$ cat src/rtl/phy_reg_wb_arbiter.sv
// ---------------------------------------------------------------------------
// phy_reg_wb_arbiter
//   Shares the physical register file write ports among the functional units.
//   Each FU hands over one (tag, value) result per cycle into its own 1-entry
//   holding slot. Every cycle up to NUM_WR_PORTS occupied slots are granted in
//   round-robin order. Granted results are registered onto the write ports.
//
//   Handshake: an offer transfers on a rising edge where fu_wb_valid[i] and
//   fu_wb_ready[i] are both high. ready is combinational from slot state and
//   grant only (never from valid). A producer that sees valid without ready
//   keeps tag/value stable until the transfer.
//
// Ports
//   clk, reset         clock, synchronous active-high reset (dominates flush)
//   flush              discard all held results; no offer accepted that cycle
//   fu_wb_valid/tag/val  per-FU result offer
//   fu_wb_ready        per-FU acceptance
//   dst_wr_en          per-port write enable, pulses for one cycle per grant
//   dst_phy_reg/dst_val  per-port write address/data, hold when not enabled
//   slots_busy         registered count of occupied holding slots
// ---------------------------------------------------------------------------
module phy_reg_wb_arbiter #(
   parameter int NUM_REQ      = 4,
   parameter int NUM_WR_PORTS = 2,
   parameter int TAG_W        = 6,
   parameter int VAL_W        = 32,
   localparam int PTR_W       = $clog2(NUM_REQ),
   localparam int CNT_W       = $clog2(NUM_REQ + 1)
) (
   input  logic                                 clk,
   input  logic                                 reset,
   input  logic                                 flush,
   input  logic [NUM_REQ-1:0]                   fu_wb_valid,
   input  logic [NUM_REQ-1:0][TAG_W-1:0]        fu_wb_tag,
   input  logic [NUM_REQ-1:0][VAL_W-1:0]        fu_wb_val,
   output logic [NUM_REQ-1:0]                   fu_wb_ready,
   output logic [NUM_WR_PORTS-1:0]              dst_wr_en,
   output logic [NUM_WR_PORTS-1:0][TAG_W-1:0]   dst_phy_reg,
   output logic [NUM_WR_PORTS-1:0][VAL_W-1:0]   dst_val,
   output logic [CNT_W-1:0]                     slots_busy
);

   logic [NUM_REQ-1:0]                 slot_v_q, slot_v_d;
   logic [NUM_REQ-1:0][TAG_W-1:0]      slot_tag_q, slot_tag_d;
   logic [NUM_REQ-1:0][VAL_W-1:0]      slot_val_q, slot_val_d;
   logic [PTR_W-1:0]                   rr_ptr_q, rr_ptr_d;
   logic [NUM_WR_PORTS-1:0]            dst_wr_en_q, dst_wr_en_d;
   logic [NUM_WR_PORTS-1:0][TAG_W-1:0] dst_phy_reg_q, dst_phy_reg_d;
   logic [NUM_WR_PORTS-1:0][VAL_W-1:0] dst_val_q, dst_val_d;
   logic [CNT_W-1:0]                   slots_busy_q, slots_busy_d;

   logic [NUM_REQ-1:0]                 grant;
   logic [NUM_REQ-1:0]                 accept;
   logic [NUM_WR_PORTS-1:0]            port_en;
   logic [NUM_WR_PORTS-1:0][PTR_W-1:0] port_sel;
   logic [PTR_W-1:0]                   last_idx;
   logic [PTR_W:0]                     scan_sum;
   logic [PTR_W-1:0]                   scan_idx;
   int                                 occ_cnt;

   // Round-robin scan starting at rr_ptr; the k-th occupied slot found goes
   // to write port k until the ports run out.
   always_comb begin
      grant    = '0;
      port_en  = '0;
      port_sel = '0;
      last_idx = rr_ptr_q;
      occ_cnt  = 0;
      scan_sum = '0;
      scan_idx = '0;
      for (int k = 0; k < NUM_REQ; k++) begin
         scan_sum = {1'b0, rr_ptr_q} + (PTR_W+1)'(k);
         if (scan_sum >= (PTR_W+1)'(NUM_REQ))
            scan_sum = scan_sum - (PTR_W+1)'(NUM_REQ);
         scan_idx = scan_sum[PTR_W-1:0];
         if (slot_v_q[scan_idx] && (occ_cnt < NUM_WR_PORTS)) begin
            grant[scan_idx] = 1'b1;
            for (int p = 0; p < NUM_WR_PORTS; p++) begin
               if (occ_cnt == p) begin
                  port_en[p]  = 1'b1;
                  port_sel[p] = scan_idx;
               end
            end
            last_idx = scan_idx;
            occ_cnt  = occ_cnt + 1;
         end
      end
   end

   // A slot being drained this cycle can take a new offer at the same edge.
   assign fu_wb_ready = (reset || flush) ? '0 : (~slot_v_q | grant);
   assign accept      = fu_wb_valid & fu_wb_ready;

   always_comb begin
      slot_v_d      = slot_v_q;
      slot_tag_d    = slot_tag_q;
      slot_val_d    = slot_val_q;
      rr_ptr_d      = rr_ptr_q;
      dst_wr_en_d   = '0;
      dst_phy_reg_d = dst_phy_reg_q;
      dst_val_d     = dst_val_q;
      slots_busy_d  = '0;

      for (int i = 0; i < NUM_REQ; i++) begin
         if (grant[i])
            slot_v_d[i] = 1'b0;
         // Tag 0 is the hardwired zero register: accept and drop.
         if (accept[i] && (fu_wb_tag[i] != '0)) begin
            slot_v_d[i]   = 1'b1;
            slot_tag_d[i] = fu_wb_tag[i];
            slot_val_d[i] = fu_wb_val[i];
         end
      end

      if (flush) begin
         // Grants seen during a flush are discarded, the pointer stays put.
         slot_v_d = '0;
      end else begin
         dst_wr_en_d = port_en;
         if (|grant) begin
            if (last_idx == PTR_W'(NUM_REQ - 1))
               rr_ptr_d = '0;
            else
               rr_ptr_d = last_idx + 1'b1;
         end
      end

      for (int p = 0; p < NUM_WR_PORTS; p++) begin
         if (dst_wr_en_d[p]) begin
            dst_phy_reg_d[p] = slot_tag_q[port_sel[p]];
            dst_val_d[p]     = slot_val_q[port_sel[p]];
         end
      end

      for (int i = 0; i < NUM_REQ; i++)
         slots_busy_d = slots_busy_d + CNT_W'(slot_v_d[i]);
   end

   always_ff @(posedge clk) begin
      if (reset) begin
         slot_v_q      <= '0;
         slot_tag_q    <= '0;
         slot_val_q    <= '0;
         rr_ptr_q      <= '0;
         dst_wr_en_q   <= '0;
         dst_phy_reg_q <= '0;
         dst_val_q     <= '0;
         slots_busy_q  <= '0;
      end else begin
         slot_v_q      <= slot_v_d;
         slot_tag_q    <= slot_tag_d;
         slot_val_q    <= slot_val_d;
         rr_ptr_q      <= rr_ptr_d;
         dst_wr_en_q   <= dst_wr_en_d;
         dst_phy_reg_q <= dst_phy_reg_d;
         dst_val_q     <= dst_val_d;
         slots_busy_q  <= slots_busy_d;
      end
   end

   assign dst_wr_en   = dst_wr_en_q;
   assign dst_phy_reg = dst_phy_reg_q;
   assign dst_val     = dst_val_q;
   assign slots_busy  = slots_busy_q;

endmodule

$ cat config.mk
export PLATFORM = sky130hd
export DESIGN_NAME = phy_reg_wb_arbiter
export DESIGN_NICKNAME = d
export VERILOG_FILES = /design/src/rtl/phy_reg_wb_arbiter.sv
export SDC_FILE = /design/constraint.sdc
export NUM_CORES = 1
export LEC_CHECK = 0
export CORE_ASPECT_RATIO = 1.1
export CORE_MARGIN = 4
export CORE_UTILIZATION = 55
export DETAILED_ROUTE_END_ITERATION = 8
export PLACE_DENSITY_LB_ADDON = 0.2
export SYNTH_ARGS = -nofsm -noshare
export SYNTH_HDL_FRONTEND = slang
export SYNTH_SLANG_ARGS = --single-unit
$ cat constraint.sdc
create_clock -name clk -period 7.8 [get_ports clk]
set_input_delay 1.56 -clock clk [delete_from_list [all_inputs] [get_ports clk]]
set_output_delay 1.56 -clock clk [all_outputs]
set_load 0.02 [all_outputs]
Word-level counts from Yosys, hierarchy flattened
Index checks and enable logic that the tools add are counted.

Bitwise operators: 7. Magnitude comparators: 17. Muxes and demuxes: 71. Eq/ne operators: 4. Add/sub/neg operators: 13. Reductions and logical operators: 21.

Operators by type and width (number): $bmux W32 S2 (2); $mux W32 (4); $eq A32 B2 Y1 const B (3); $logic_not A32 Y1 (3); $lt A32 B3 Y1 const B (3); $add A32 B2 Y32 const B (2); $mux W2 (20); $mux W4 (9); $bmux W6 S2 (2); $mux W1 (24); $reduce_bool A6 Y1 (4); $lt A2 B3 Y1 const B (6); $or A4 B4 Y4 (4); $mux W6 (2); $logic_and A1 B1 Y1 (11); $ge A3 B3 Y1 const B (3); $bmux W1 S2 (4); $demux W1 S2 (4); $ge A2 B1 Y1 const B (4); $sub A2 B1 Y2 const B (4); $add A2 B2 Y3 const B (2); $and A4 B4 Y4 (1); $not A4 Y4 (1); $reduce_or A4 Y1 (1); 10 further kinds (10).

Input bits: 159. Flip-flop bits (word level): 239. Output and inout port bits: 85.

Logic depth before layout (Yosys ltp)
Gate-level depths: netlist (run 1).

Depth in word-level cells: 23. Depth in mapped cells: 24. Mapped depth without buffers: 18.

Worst setup path after synthesis (run 1)
Ideal clock, no wire load.

Kind: register -> register. Start: register rr_ptr_q[0]. End: register slots_busy_q[1] (netlist: slots_busy[1]). Required time: 7.672 ns. Period minus slack after synthesis: 5.319 ns. Stages on the path, launching flop included: 25. Setup time: 0.128 ns. Slack: 2.481 ns. Arrival time: 5.191 ns. Cell sequence: dfxtp_1 buf_2 buf_2 inv_1 ha_1 clkbuf_1 mux4_2 buf_2 ha_1 inv_1 nand2_1 inv_1 fa_1 clkinv_1 nand3_1 and3_1 a211o_1 clkbuf_1 buf_4 a21boi_0 nor2_1 fa_1 ha_1 ha_1 nor2b_1.

Longest elaborated chain between the ends: 23.

Ends and longest elaborated chain: start: declaration (RTL line 46) `logic [PTR_W-1:0] rr_ptr_q, rr_ptr_d;`; start signal: assignment (RTL line 153) `rr_ptr_q <= rr_ptr_d;`; $ge A2 B3 Y1 / $sub A2 B1 Y2 (equally long branches) (RTL line 73, 74); $mux W2 (RTL line 73) `if (scan_sum >= (PTR_W+1)'(NUM_REQ))`; $bmux W1 S2 (RTL line 76) `if (slot_v_q[scan_idx] && (occ_cnt < NUM_WR_PORTS)) begin`; $mux W1 (implied by the code) (RTL line 76); $mux W1 (RTL line 76); $lt A32 B3 Y1 (RTL line 76); $logic_and A1 B1 Y1 (RTL line 76); $mux W32 (RTL line 76); (+9 left out); $logic_and A1 B1 Y1 (RTL line 108) `if (accept[i] && (fu_wb_tag[i] != '0)) begin`; $mux W1 * (RTL line 108); $mux W4 * (RTL line 115) `if (flush) begin`; via slot_v_d[1] (RTL line 43) `logic [NUM_REQ-1:0] slot_v_q, slot_v_d;`; $add A1 B1 Y2 * (RTL line 136) `slots_busy_d = slots_busy_d + CNT_W'(slot_v_d[i]);`; $add A2 B1 Y3 * (RTL line 136); $add A3 B1 Y3 * (RTL line 136); via slots_busy_d[1] (RTL line 50) `logic [CNT_W-1:0] slots_busy_q, slots_busy_d;`; end signal: assignment (RTL line 157) `slots_busy_q <= slots_busy_d;`; end: declaration (RTL line 50).

Mark *: on every way through the listed nets, which the timed path passes. The rest lies on a longest branch. The select of a mux whose other input is x is not followed. A chain may end at the register's enable or synchronous reset.

Final worst setup path (run 1)
Start: register rr_ptr_q[0]. End: output fu_wb_ready[0].

Longest elaborated chain between the ends: 16.

Ends and longest elaborated chain: $ge A2 B3 Y1 / $sub A2 B1 Y2 (equally long branches) (RTL line 73, 74); $mux W2 (RTL line 73); $bmux W1 S2 (RTL line 76); $mux W1 (implied by the code) (RTL line 76); $mux W1 (RTL line 76); $lt A32 B3 Y1 (RTL line 76); $logic_and A1 B1 Y1 (RTL line 76); $mux W32 (RTL line 76); $lt A32 B3 Y1 (RTL line 76); $logic_and A1 B1 Y1 (RTL line 76); $mux W32 (RTL line 76); $lt A32 B3 Y1 (RTL line 76); $logic_and A1 B1 Y1 (RTL line 76); $mux W4 * (RTL line 76); $or A4 B4 Y4 * (RTL line 91) `assign fu_wb_ready = (reset || flush) ? '0 : (~slot_v_q | grant);`; $mux W4 * (RTL line 91); end: declaration (RTL line 36) `output logic [NUM_REQ-1:0] fu_wb_ready,`.

Every way passes the cells marked *; elsewhere a longest branch is shown, timed or not. The select of a mux whose other input is x is not followed.

==> results of run 1 <==
-- cell usage after synthesis, types with 3 or more instances --
master,count
a211oi_1,8
a21o_1,3
a21oi_1,153
a221oi_1,7
a221oi_2,31
a22o_1,6
a22oi_1,7
a311oi_1,4
a31oi_1,3
and2_1,5
and3_1,5
and4_1,3
buf_2,15
buf_4,13
buf_6,8
clkbuf_1,57
dfxtp_1,239
ha_1,15
inv_1,15
mux2_2,3
mux2i_1,191
mux4_2,4
nand2_1,265
nand3_1,15
nand4_1,7
nor2_1,52
nor2b_1,5
nor4_1,4
o221ai_1,36
o22ai_1,3
o31ai_1,10
-- power by group through the flow --
stage / Combinational (mW) / Clock [mW] / Sequential (mW)
after CTS: 1.12 / 1.22 / 1.42
after detailed placement: 1.12 / 0 / 1.45
after global placement: 1.11 / 0 / 1.45
after floorplan: 0.697 / 0 / 1.49
final: 1.13 / 1.21 / 1.43
after global routing: 1.20 / 1.26 / 1.43
-- layout by cell type (no fill, tap or decap), types with 10 or more instances in the layout --
cell type,Yosys,routed
a21oi_1,153,151
dfxtp_1,239,239
o221ai_1,36,36
a221oi_2,31,31
nand3_1,15,15
clkdlybuf4s50_1,0,242
mux2i_1,191,191
o31ai_1,10,10
nand2_1,265,265
buf_4,13,16
inv_1,15,14
nor2_1,52,52
ha_1,15,15
clkbuf_16,0,25
-- final cells by class --
| class | count | area (µm²) |
|---|---|---|
| Tap cell | 252 | 315 |
| Multi-Input combinational cell | 870 | 5920 |
| Fill cell | 1537 | 5460 |
| Sequential cell | 239 | 4780 |
| Timing Repair Buffer | 259 | 2560 |
| Inverter | 16 | 60.1 |
| Clock inverter | 12 | 153 |
| Antenna cell | 1 | 2.50 |
| Clock buffer | 32 | 672 |
-- critical path, cell delays in order (launching register included) --
cell	delay, ns
dfxtp_1	0.96
inv_1	0.35
ha_1	0.62
mux4_2	0.45
ha_1	0.38
inv_1	0.18
nand2_1	0.18
inv_1	0.07
fa_1	0.40
clkinv_1	0.18
nand3_1	0.13
nand4_1	0.22
and2_1	0.18
clkdlybuf4s50_1	0.61
-- path summary, 6_finish.rpt --
kind,from,end,depth (start not counted)
worst max-delay path,rr_ptr_q[0],fu_wb_ready[0],13
worst min-delay path,dst_val[34],dst_val[34],2
worst max register to register,rr_ptr_q[0],dst_val[0],15
worst min register to register,dst_val[34],dst_val[34],2
-- logic make-up after synthesis --
| group | after synthesis |
|---|---|
| AND/OR/NAND/NOR | 370 |
| AO/OA/AOI/OAI | 283 |
| flip-flops | 239 |
| multiplexers | 198 |
| buffers and inverters | 112 |
| adder cells (fa/ha/maj) | 17 |
| XOR/XNOR | 2 |
-- routing by layer --
| layer | vias up | global-route usage, % | wire length, µm |
|---|---|---|---|
| li1 | 4747 | - | - |
| met1 | 4750 | 38.9 | 14200 |
| met2 | 517 | 49.2 | 16700 |
| met3 | 78 | 4.74 | 3220 |
| met4 | 2 | 12.2 | 1110 |
| met5 | - | 0 | 20 |
-- through the flow --
step                      area [µm²]  util [%]
after floorplan                11200         -
after global placement         13600      68.4
after detailed placement       13600      68.4
after CTS                      14500      72.6
after global routing           14500      72.6
final                          14500      72.6
==> reports/results.ini, run 1 <==
[clock_tree]
ctsResizeCount=0
cts_tree=done
post-cts-setup-buffers=0
cts.sinks=239
htreeDepth=1
clkLatencyLatePin_ns=0.53
numCtsBuffers=25
root_buffer=clkbuf_16
cts.path.max_buffers=3
clk_pin_slew_worst_paths_ns=0.06
hold_buffers=0

[timing]
setup_tns_ns=0
rsz0062_at_grt=no
period_share_pct=89.5
final-hold-violation-count=0
worst_slack_ns=0.816
fmax_ghz=0.143
drv_slew=0
min_period_ns=6.98
worstMarginPinSlew_ns=1.07
clock_skew_ns=0.00988
setup_viol=0
maxSlewHeadroom_pct=28.5
holdWs_ns=0.465

[power_and_ir_drop]
switching_share_pct=32.3
power.switching_mw=1.21
ir_drop_mv=0.192
p_int_mw=2.55
cellLeakagePower_nw=6.12
power_density_nw_per_um2=260
comb_power_share_pct=30.0
power.share.sequential_pct=37.9
totalPowerFinal_mw=3.76
power_frac_clock_pct=32.1

[synth]
synth_compound_area_share_pct=18.4
synth.largest_area_cell=dfxtp_1
synth_async_sr_flop_share_pct=0
yosys_warnings=0
synthAdderAreaFrac_pct=2.03
synth_xor_area_share_pct=0.156
synth_nets=1397
ys_seq_area_share_pct=42.7
ys_top_cells_by_area=dfxtp_1 43%, mux2i_1 17%, nand2_1 8.9%
synth-seq-cells=239
synth_top_family_by_area=compound AO/OA/AOI/OAI gates
synth_cell_types=55
syn_inst=1221
synthesis.area_um2=11200
synth_mux_area_share_pct=18.2
synth_edf_count=0
synthSimpleGateAreaFrac_pct=13.6
syn_avg_cell_area_um2=9.17
synth_top_area_share_pct=42.7
synth_top_flop_cell=dfxtp_1

[floorplanning]
dieArea_um2=22700
core_um2=19900
die-height_um=158
row_count=54
fp.dieW_um=144
io_pins=244
start_util_pct=56.2

[placed_design]
dpl_worst_slack_ns=1.45
dp_hpwl_um=22400
routabilityCongestion=0.931
dp_cells=1636
io_buffers=243

[setup_path]
crit_type=reg2out
crit_fanout=22
critPathArrivalTime_ns=5.42
required_ns=6.24
ff2ff_setup_slack_ns=1.54
endpoint_kind=output port
start_kind=flop

[final_layout]
top_register=slot_val_q
area_growth_pct=29.2
final_cells=1681
layout-drive-gt1-share_pct=7.70
largest_register_ffs=128
fin_nets=1587

[run_status]
outcome=finished clean

[detailed_routing]
vias_per_cell=6.00
first_pass_iters=5
dr.first_iter.drc_count=708
drc=0
routedWlPerCell_um=21.0
via_count=10100
drtAntennaViolNets=0
wl_um=35300

[global_route]
overflow=0
grt_pass1_vias=10000
grt_pass1_wl_um=53700
grt_max_degree=63
antenna_found_initial=2
grt_usage_pct=29.8

[flow_run]
maxCapViolCount=0

[hold_path]
hold_class=reg2reg

Note: power is estimated with default switching activity, not from simulation.
==> run 2, diff against run 1 <==
PLACE_DENSITY = 0.95   (was not set)
PLACE_DENSITY_LB_ADDON = not set   (was 0.2)
==> run 2 against run 1 <==
Effect of this change:
- design area down 0.39%
- clock power down 4%
- non-clock buffer count down 1
- maximum frequency down 1.8%
- sequential power about the same
- count of clock-buffer cells in the layout up 7
- largest power group unchanged
- highest routed layer is now met4
- cell count about the same
- register-to-register slack worse by 0.03 ns
- worst setup slack worse by 0.13 ns
- critical path type unchanged
- combinational power about the same
- routed wire length up 5.3%
==> reports/results.ini, run 2 (synthesis gave the netlist of run 1 again) <==
[timing]
setup_viol=0
clock_skew_ns=0.0143
min_period_ns=7.11
worst_slack_ns=0.691
period_share_pct=91.1
rsz0062_at_grt=no
holdWs_ns=0.458
worstMarginPinSlew_ns=1.10
final-hold-violation-count=0
maxSlewHeadroom_pct=27.0
drv_slew=0
fmax_ghz=0.141
setup_tns_ns=0

[clock_tree]
cts.sinks=239
hold_buffers=0
post-cts-setup-buffers=0
clkLatencyLatePin_ns=0.51
htreeDepth=1
cts_tree=done
numCtsBuffers=25
ctsResizeCount=0
root_buffer=clkbuf_16
cts.path.max_buffers=3
clk_pin_slew_worst_paths_ns=0.06

[setup_path]
critPathArrivalTime_ns=5.55
endpoint_kind=output port
crit_type=reg2out
r2r_end=dst_val[0]
start_kind=flop
path_common_cell=inv_1
critPathLaunch=rr_ptr_q[0]
cp_slowest_cell=dfxtp_1
r2r_start=rr_ptr_q[0]
ff2ff_setup_slack_ns=1.51
slowest_delay_ns=0.99
cp_cell_sequence=inv_1 -> ha_1 -> mux4_2 -> ha_1 -> inv_1 -> nand2_1 -> inv_1 -> fa_1 -> clkinv_1 -> nand3_1 -> nand4_1 -> and2_1 -> clkdlybuf4s50_1
crit_fanout=22
required_ns=6.24
reg2regPathDepth=15

[hold_path]
min_delay_path_depth=2
min_to=dst_phy_reg[11]
hp-start=dst_phy_reg[11]
hold_class=reg2reg

[power_and_ir_drop]
totalPowerFinal_mw=3.72
ir_drop_mv=0.180
comb_power_share_pct=30.6
p_int_mw=2.51
switching_share_pct=32.5
power_density_nw_per_um2=258
cellLeakagePower_nw=6.08
power.share.sequential_pct=38.3
power.switching_mw=1.21
power_frac_clock_pct=31.1

[final_layout]
largest_register_ffs=128
design_area_um2=14400
layout_common_cells=265 x nand2_1, 242 x clkdlybuf4s50_1, 239 x dfxtp_1
final_common_cell=nand2_1
layout-drive-gt1-share_pct=7.36
multi_input_area_um2=5920
top_register=slot_val_q
fin_nets=1586
fillCellCount=1357
seqCellArea_um2=4780
area_growth_pct=28.7

[placed_design]
placed_area_um2=13600
dp_hpwl_um=23400
routabilityCongestion=0.912
io_buffers=243
dpl_worst_slack_ns=1.36

[floorplanning]
io_pins=244
row_count=54
die-height_um=158
start_util_pct=56.2
core_um2=19900
dieArea_um2=22700
fp.dieW_um=144

[detailed_routing]
vias_per_cell=6.29
first_pass_iters=5
routedWlPerCell_um=22.1
wl_um=37100
drtAntennaViolNets=0
drc=0
via_count=10600
dr.first_iter.drc_count=956

[global_route]
grt_pass1_wl_um=56000
overflow=0
grt_pass1_vias=10800
grt_usage_pct=30.9
antenna_found_initial=0
grt_max_degree=90

[flow_run]
maxCapViolCount=0

[run_status]
outcome=finished clean

## run 2: cell count changes in the layout (fill, tap and decap cells not counted)
cell / change
buf_12: -1
clkinv_2: -3
inv_16: -1
clkbuf_8: +4
inv_2: -1
clkbuf_1: +3
clkinv_1: +1
bufinv_16: -2
clkinvlp_4: -1
## run 2: worst max path at each step
stage | slack [ns] | end
2_1_floorplan | 2.48 | slots_busy[1]
3_5_place_dp | 1.36 | fu_wb_ready[3]
4_1_cts | 0.83 | fu_wb_ready[3]
5_1_grt | 0.44 | fu_wb_ready[0]
6_report | 0.69 | fu_wb_ready[3]
3_3_place_gp | 1.49 | fu_wb_ready[0]
## run 2: routing by layer
metal,GRT usage (%),up-vias,share of wire [%]
li1,-,4734,-
met1,37.0,5030,38
met2,53.9,638,49
met3,5.17,166,8.5
met4,14.9,0,5.0
met5,0,-,0
## run 2: through the flow
stage / util [%] / instances
floorplan: - / 1221
global placement: 68.3 / 1635
detailed placement: 68.3 / 1635
CTS: 72.3 / 1679
global route: 72.3 / 1679
finish: 72.3 / 1680
## run 2: final cells by class
cell class,count,share of cell area (%)
timing repair buffer,258,17.6
inverter,16,0.417
clock inverter,5,0.347
sequential,239,33.2
antenna,1,0.0174
multi-input combinational,870,41.1
clock buffer,39,5.12
tap,252,2.19
## run 2: power groups by stage
stage | Clock [mW] | Sequential (mW) | Combinational, mW
after floorplan | 0 | 1.49 | 0.697
after global placement | 0 | 1.44 | 1.09
after detailed placement | 0 | 1.44 | 1.12
after CTS | 1.17 | 1.42 | 1.13
after global routing | 1.22 | 1.43 | 1.19
final | 1.16 | 1.42 | 1.14
## run 2: critical path: cells and delay by family, from the launching register on
family	cells	cell delay [ns]
multiplexers	1	0.52
AND/OR/NAND/NOR	4	0.86
buffers and inverters	5	1.51
flip-flops	1	0.99
adder cells (fa/ha/maj)	3	1.16
